[src/rtl/gpio_irq_cond_pkg.sv]
// Shared types and helpers for the GPIO/IRQ input conditioner.
// Edge-mode encoding matches the per-channel two-bit field of edge_mode_i.
package gpio_irq_cond_pkg;

  typedef enum logic [1:0] {
    EDGE_NONE = 2'b00,
    EDGE_RISE = 2'b01,
    EDGE_FALL = 2'b10,
    EDGE_BOTH = 2'b11
  } edge_mode_t;

  // Counter width able to hold 0..cycles; a single-cycle debounce still needs one bit.
  function automatic int cnt_width(int cycles);
    if (cycles < 1) return 1;
    return $clog2(cycles + 1);
  endfunction

  // True when an accepted edge is one the channel's mode asks to latch.
  function automatic logic edge_hit(edge_mode_t mode, logic rise, logic fall);
    logic hit;
    hit = 1'b0;
    case (mode)
      EDGE_RISE: hit = rise;
      EDGE_FALL: hit = fall;
      EDGE_BOTH: hit = rise | fall;
      default:   hit = 1'b0;
    endcase
    return hit;
  endfunction

endpackage

[src/rtl/gpio_irq_cond_debounce_chan.sv]
// One conditioner channel: synchroniser, stability counter, debounced level
// and single-cycle rise/fall pulses coincident with the level change.
module debounce_chan
  import gpio_irq_cond_pkg::*;
#(
  parameter int   SYNC_STAGES     = 2,
  parameter int   DEBOUNCE_CYCLES = 100000,
  parameter logic RESET_LEVEL     = 1'b0
) (
  input  logic clk,
  input  logic rst,
  input  logic raw,
  output logic level,
  output logic rise,
  output logic fall
);

  localparam int            CW   = cnt_width(DEBOUNCE_CYCLES);
  localparam logic [CW-1:0] TERM = CW'(DEBOUNCE_CYCLES - 1);

  logic [SYNC_STAGES-1:0] sync_q;
  logic                   s;
  logic [CW-1:0]          cnt_q;
  logic                   accept;

  assign s      = sync_q[SYNC_STAGES-1];
  assign accept = (s != level) && (cnt_q == TERM);

  always_ff @(posedge clk or posedge rst) begin
    if (rst) begin
      sync_q <= {SYNC_STAGES{RESET_LEVEL}};
    end else begin
      sync_q <= {sync_q[SYNC_STAGES-2:0], raw};
    end
  end

  // Any sample equal to the current level restarts the count, so glitches
  // shorter than DEBOUNCE_CYCLES never reach the terminal compare.
  always_ff @(posedge clk or posedge rst) begin
    if (rst) begin
      cnt_q <= '0;
      level <= RESET_LEVEL;
      rise  <= 1'b0;
      fall  <= 1'b0;
    end else begin
      rise <= accept & s;
      fall <= accept & ~s;
      if (s == level) begin
        cnt_q <= '0;
      end else if (accept) begin
        level <= s;
        cnt_q <= '0;
      end else begin
        cnt_q <= cnt_q + 1'b1;
      end
    end
  end

endmodule

[src/rtl/gpio_irq_cond.sv]
// N-channel pin conditioner: per-channel debounce plus sticky, write-1-to-clear
// interrupt-pending bits reduced to a single registered IRQ line.
module gpio_irq_cond
  import gpio_irq_cond_pkg::*;
#(
  parameter int   NUM_CH          = 16,
  parameter int   SYNC_STAGES     = 2,
  parameter int   DEBOUNCE_CYCLES = 100000,
  parameter logic RESET_LEVEL     = 1'b0
) (
  input  logic                  clk_i,
  input  logic                  arst_i,
  input  logic [NUM_CH-1:0]     raw_i,
  input  logic [2*NUM_CH-1:0]   edge_mode_i,
  input  logic [NUM_CH-1:0]     irq_clr_i,
  output logic [NUM_CH-1:0]     level_o,
  output logic [NUM_CH-1:0]     rise_o,
  output logic [NUM_CH-1:0]     fall_o,
  output logic [NUM_CH-1:0]     pending_o,
  output logic                  irq_o
);

  logic [NUM_CH-1:0] pend_set;
  logic [NUM_CH-1:0] pend_next;
  logic [NUM_CH-1:0] pending_q;
  logic              irq_q;

  for (genvar k = 0; k < NUM_CH; k++) begin : g_chan
    debounce_chan #(
      .SYNC_STAGES     (SYNC_STAGES),
      .DEBOUNCE_CYCLES (DEBOUNCE_CYCLES),
      .RESET_LEVEL     (RESET_LEVEL)
    ) u_chan (
      .clk   (clk_i),
      .rst   (arst_i),
      .raw   (raw_i[k]),
      .level (level_o[k]),
      .rise  (rise_o[k]),
      .fall  (fall_o[k])
    );
  end

  // Pending sets on the edge after the visible rise/fall pulse, using the mode
  // present during that pulse cycle; a set beats a same-cycle clear.
  always_comb begin
    pend_set = '0;
    for (int k = 0; k < NUM_CH; k++) begin
      pend_set[k] = edge_hit(edge_mode_t'(edge_mode_i[2*k +: 2]), rise_o[k], fall_o[k]);
    end
    pend_next = (pending_q & ~irq_clr_i) | pend_set;
  end

  always_ff @(posedge clk_i or posedge arst_i) begin
    if (arst_i) begin
      pending_q <= '0;
      irq_q     <= 1'b0;
    end else begin
      pending_q <= pend_next;
      irq_q     <= |pend_next;
    end
  end

  assign pending_o = pending_q;
  assign irq_o     = irq_q;

endmodule

[config.mk]
export PLATFORM = sky130hd
export DESIGN_NAME = gpio_irq_cond
export DESIGN_NICKNAME = d
export VERILOG_FILES = /design/src/rtl/gpio_irq_cond_pkg.sv /design/src/rtl/gpio_irq_cond_debounce_chan.sv /design/src/rtl/gpio_irq_cond.sv
export SDC_FILE = /design/constraint.sdc
export NUM_CORES = 1
export LEC_CHECK = 0
export CAP_MARGIN = 20
export CORE_MARGIN = 1.5
export CORE_UTILIZATION = 45
export DETAILED_ROUTE_END_ITERATION = 12
export HOLD_SLACK_MARGIN = 0.1
export PLACE_DENSITY = 0.64
export SLEW_MARGIN = 20
export SYNTH_ARGS = -nofsm -noshare
export SYNTH_HDL_FRONTEND = slang
export SYNTH_SLANG_ARGS = --single-unit
[constraint.sdc]
create_clock -name clk_i -period 15.3 [get_ports clk_i]
set_clock_uncertainty 0.15 [all_clocks]
set_input_delay 4.59 -clock clk_i [delete_from_list [all_inputs] [get_ports clk_i]]
set_output_delay 4.59 -clock clk_i [all_outputs]
set_load 0.1 [all_outputs]
==> flow_summary.yaml, run 1 <==
global_routing:
  grt_pass1_vias: 12300
  gr-total-overflow: 0
  gr-usage-all-layers: 0.178
  grt_pass1_wl_um: 60100
  antenna_found_initial: 1
  grt_max_degree: 149
yosys:
  avgSynthCellArea_um2: 10.6
  postSynthCellCount: 1665
  synth_edf_count: 0
  ys_types: 48
  synthArstFlopShare: 1.00
  ys_ff_latch: 369
  syn_nets: 1747
  ys.flop_type: "dfrtp_1"
  ys_warn_count: 0
  seq_area_frac_synth: 0.525
  netlist_area_mm2: 0.0176
die:
  die_y_um: 201
  initial_core_util: 0.456
  rows: 72
  num_io_pins: 131
  core_area_mm2: 0.0386
  dieWidth_um: 201
  die_area_mm2: 0.0403
place:
  place_area_mm2: 0.0190
  place_congestion: 0.815
  numPortBuffers: 130
  place_hpwl_um: 23900
routing:
  wirelength_um: 35100
  drc: 0
  vias_per_cell: 5.36
  drt_pass1_iterations: 8
  wl_per_cell_um: 15.2
  antenna_left: 0
  vias: 12400
  drtIter0Drc: 732
worst_setup_path:
  cp.arrival_ps: 2180
  reg2regPathDepth: 5
  cp.buffers_inverters: 1
  path_max_fanout: 2
  crit_type: "flip-flop to output pin"
  cp.required_ps: 10560
  critical-path-top-delay-family: "buffers and inverters"
  r2r_slack_ps: 12920
  cp-end-kind: "output pin"
  slowest_stage: "clkdlybuf4s50_1"
  worstPathCellList: "clkdlybuf4s50_1"
  r2r-end: "g_chan[13].u_chan.cnt_q[6]"
  cp-start-kind: "flip-flop"
  rr_startpoint: "g_chan[13].u_chan.cnt_q[0]"
  max_stage_delay_ps: 1210
clock_network:
  cts_tree: "done"
  clockBufferDepth: 3
  cts_inserted_buffers: 41
  path_clk_slew_ps: 60
  clock_latency_ps: 550
  cts.sinks: 369
  cts-root-buf: "clkbuf_16"
  cts_resized: 0
  cts_hold_buffers: 0
  cts_max_level: 2
  postCtsSetupRepairBufs: 0
worst_hold_path:
  hold_depth: 0
  holdCritStartpoint: "g_chan[7].u_chan.sync_q[0]"
  hp-class: "flip-flop to flip-flop"
  hold_end: "g_chan[7].u_chan.sync_q[1]"
power:
  fin_total_pwr_mw: 2.08
  peakVddDrop_mv: 0.0645
  powerDensity_mw_per_mm2: 102
  p_leak_nw: 8.09
timing:
  period_share: 0.452
  finalMaxSlewViolations: 0
  finalSetupViolations: 0
  rsz0062_at_grt: "no"
  hold_viol: 0
  fmax_mhz: 145
  maxSlewHeadroom: 0.275
  tns_ps: 0
  fin_crit_ps: 6920
  max_slew.worst_pin.slew_ps: 1080
layout:
  diodes: 0
  final_common_cell: "dfrtp_1"
  drive_above_1_share: 0.0603
  nFillCells: 3520
  final_cell_mix: "dfrtp_1, nor2_1, xnor2_1, clkdlybuf4s50_1, nand2_1"
  utilization: 0.530
  final_cell_area_mm2: 0.0204
  nets: 1844
  area_growth_pct: 16.1
run:
  drv_cap: 0
run_status:
  status: "completed"
==> worst max path at each step <==
stage	slack, ps	end	cells past startpoint	from
2_1_floorplan	310	g_chan[0].u_chan.cnt_q[0]	1	arst_i
3_3_place_gp	8160	g_chan[14].u_chan.cnt_q[11]	3	arst_i
3_5_place_dp	8120	g_chan[14].u_chan.cnt_q[2]	3	arst_i
4_1_cts	8340	level_o[12]	1	g_chan[12].u_chan.level
5_1_grt	8320	level_o[12]	1	g_chan[12].u_chan.level
6_report	8380	pending_o[13]	1	pending_o[13]
==> sequential cells by signal (all words and copies together) (netlist names) <==
register,flops
g_chan.u_chan.cnt_q,272
g_chan.u_chan.fall,16
g_chan.u_chan.level,16
g_chan.u_chan.rise,16
g_chan.u_chan.sync_q,32
irq_o,1
pending_o,16
==> per-stage QoR <==
step                hold WS [ps]  std cells  setup slack, ps
floorplan                    181       1665              314
global placement             182       2237             8160
detailed placement           185       2237             8120
CTS                          198       2309             8340
global route                 207       2309             8320
finish                       189       2309             8380
==> Yosys cell counts, types with 9 or more instances <==
cell,number,area [um2]
nor4_1,53,332
nand4b_1,14,123
and2_1,17,106
or4bb_1,25,282
nor2_1,252,946
xnor2_1,148,1300
a21oi_1,19,95.1
buf_4,51,383
a22oi_1,16,120
nand4bb_1,17,191
nor3_1,60,300
inv_1,36,135
o21ai_0,20,100
ha_1,16,200
or4_1,16,120
and3_1,21,131
o31ai_1,9,67.6
nor3b_1,32,240
dfrtp_1,369,9230
or3_1,10,62.6
xor2_1,88,771
nand2_1,90,338
nand4_1,79,494
clkbuf_1,11,41.3
nand3_1,88,440
and4_1,29,254
==> cell type report <==
| type | instances | area [um2] | area share |
|---|---|---|---|
| flip-flops and latches | 369 | 9230 | 0.452 |
| clock inverters | 14 | 181 | 0.00888 |
| repair buffers | 133 | 1330 | 0.0652 |
| clock buffers | 58 | 1210 | 0.0594 |
| multi-input cells | 1181 | 7660 | 0.375 |
| well taps | 518 | 648 | 0.0317 |
| inverters | 36 | 148 | 0.00723 |
==> report_power, final <==
group | total [mW] | leakage, nW | switching [mW] | internal (mW)
registers | 1.01 | 5.04 | 0.0153 | 0.991
clock network | 1.01 | 0.681 | 0.387 | 0.619
logic | 0.0711 | 2.37 | 0.0432 | 0.0280
total | 2.08 | 8.09 | 0.446 | 1.64
==> per-layer routing <==
layer	GRT usage	vias up	wire length [um]
met5	0	-	0
met4	0.0494	0	755
met3	0.0381	50	1760
met2	0.282	215	16000
met1	0.247	6079	16600
li1	-	6035	-
==> cells by family after synthesis <==
logic type                 count (synthesis)  synth area share
and+or+nand+nor                          837             0.267
DFF                                      369             0.525
xor gates and xnor gates                 236             0.118
buffers and inverters                    115            0.0395
AOI/OAI and AO/OA                         76            0.0277
muxes                                     16            0.0120
adders and majority gates                 16            0.0114
Note: power is estimated with default switching activity, not from simulation.
==> run 2: changes to the inputs <==
==> constraint.sdc (replaced) <==
create_clock -name clk_i -period 6 [get_ports clk_i]
set_clock_uncertainty 0.15 [all_clocks]
set_input_delay 1.8 -clock clk_i [delete_from_list [all_inputs] [get_ports clk_i]]
set_output_delay 1.8 -clock clk_i [all_outputs]
set_load 0.1 [all_outputs]
==> flow_summary.yaml, run 2 (synthesis gave the netlist of run 1 again) <==
global_routing:
  gr-usage-all-layers: 0.180
  grt_pass1_wl_um: 60900
  antenna_found_initial: 2
  gr-total-overflow: 0
  grt_pass1_vias: 12300
  grt_max_degree: 94
power:
  powerDensity_mw_per_mm2: 261
  p_leak_nw: 8.12
  fin_total_pwr_mw: 5.35
  peakVddDrop_mv: 0.243
clock_network:
  postCtsSetupRepairBufs: 0
  cts_resized: 0
  clock_latency_ps: 550
  cts.sinks: 369
  cts_max_level: 2
  cts_inserted_buffers: 42
  clockBufferDepth: 3
  cts_hold_buffers: 0
  cts-root-buf: "clkbuf_16"
  cts_tree: "done"
  path_clk_slew_ps: 60
die:
  rows: 72
  dieWidth_um: 201
  initial_core_util: 0.456
  die_area_mm2: 0.0403
  die_y_um: 201
  core_area_mm2: 0.0386
  num_io_pins: 131
worst_setup_path:
  critical_path_cell_count: 1
  cp-end-kind: "output pin"
  cp-start-kind: "flip-flop"
  max_stage_delay_ps: 1170
  worstPathCellList: "clkdlybuf4s50_1"
  critical-path-top-delay-family: "buffers and inverters"
  path_max_fanout: 5
  cp.required_ps: 4050
  cp.buffers_inverters: 1
  cp.arrival_ps: 2160
  reg2regPathDepth: 3
  slowest_stage: "clkdlybuf4s50_1"
  crit_type: "flip-flop to output pin"
layout:
  nets: 1848
  final_common_cell: "dfrtp_1"
  multi_input_area_mm2: 0.00766
  top_regs: "g_chan.u_chan.cnt_q: 272 flops, g_chan.u_chan.sync_q: 32 flops"
  largest-register: "g_chan.u_chan.cnt_q"
  nFillCells: 3467
  largest_register_ff_count: 272
  drive_above_1_share: 0.0619
  final_cell_mix: "dfrtp_1, nor2_1, xnor2_1, clkdlybuf4s50_1, nand2_1"
  diodes: 0
  area_growth_pct: 16.5
  register_area_mm2: 0.00923
routing:
  vias: 12300
  antenna_left: 0
  drt_pass1_iterations: 5
  wl_per_cell_um: 15.2
  drtIter0Drc: 669
  vias_per_cell: 5.34
  wirelength_um: 35100
  drc: 0
timing:
  hold_viol: 0
  maxSlewHeadroom: 0.271
  max_slew.worst_pin.slew_ps: 1090
  tns_ps: 0
  fin_crit_ps: 4110
  rsz0062_at_grt: "no"
  finalMaxSlewViolations: 0
  fmax_mhz: 243
  finalSetupViolations: 0
  period_share: 0.686
worst_hold_path:
  hp-class: "flip-flop to flip-flop"
  hold_depth: 0
run_status:
  status: "completed"
place:
  place_congestion: 0.840
  place_hpwl_um: 23800
  numPortBuffers: 130
run:
  drv_cap: 0
==> run 2: path summary, 6_finish.rpt <==
check	start	end	slack, ps
worst max-delay path	g_chan[13].u_chan.level	level_o[13]	1890
worst min-delay path	g_chan[7].u_chan.sync_q[0]	g_chan[7].u_chan.sync_q[1]	190
worst max register to register	g_chan[12].u_chan.cnt_q[12]	g_chan[12].u_chan.cnt_q[5]	3640
worst min register to register	g_chan[7].u_chan.sync_q[0]	g_chan[7].u_chan.sync_q[1]	190
max in group asynchronous	arst_i	g_chan[10].u_chan.cnt_q[13]	3060
min in group asynchronous	arst_i	g_chan[3].u_chan.cnt_q[12]	1640
==> run 2: layer usage <==
layer / track usage / share of wire
met5: 0 / 0.00023
met4: 0.0489 / 0.017
met3: 0.0354 / 0.048
met2: 0.289 / 0.46
met1: 0.249 / 0.47
==> run 2: where the power goes <==
group          switching, mW  leakage, nW  total, mW  internal (mW)
Combinational          0.112         2.39      0.188         0.0759
Sequential            0.0387         5.04       2.57           2.53
Clock                  0.991        0.695       2.59           1.60
Total                   1.14         8.12       5.35           4.20
==> run 2: layout make-up <==
| class | count | area share |
|---|---|---|
| Sequential cell | 369 | 0.451 |
| Multi-Input combinational cell | 1181 | 0.374 |
| Timing Repair Buffer | 136 | 0.0682 |
| Clock buffer | 60 | 0.0605 |
| Tap cell | 518 | 0.0316 |
| Clock inverter | 12 | 0.00813 |
| Inverter | 36 | 0.00678 |
==> run 2: per-stage QoR <==
step                      cell area (um2)  hold WS [ps]  cells  setup slack, ps  utilization
after floorplan                     17600           181   1665             -902            -
after global placement              19100           181   2240             2250        0.495
after detailed placement            19100           185   2240             2180        0.495
after CTS                           20500           198   2312             1850        0.531
after global routing                20500           202   2312             1820        0.531
final                               20500           195   2312             1890        0.531
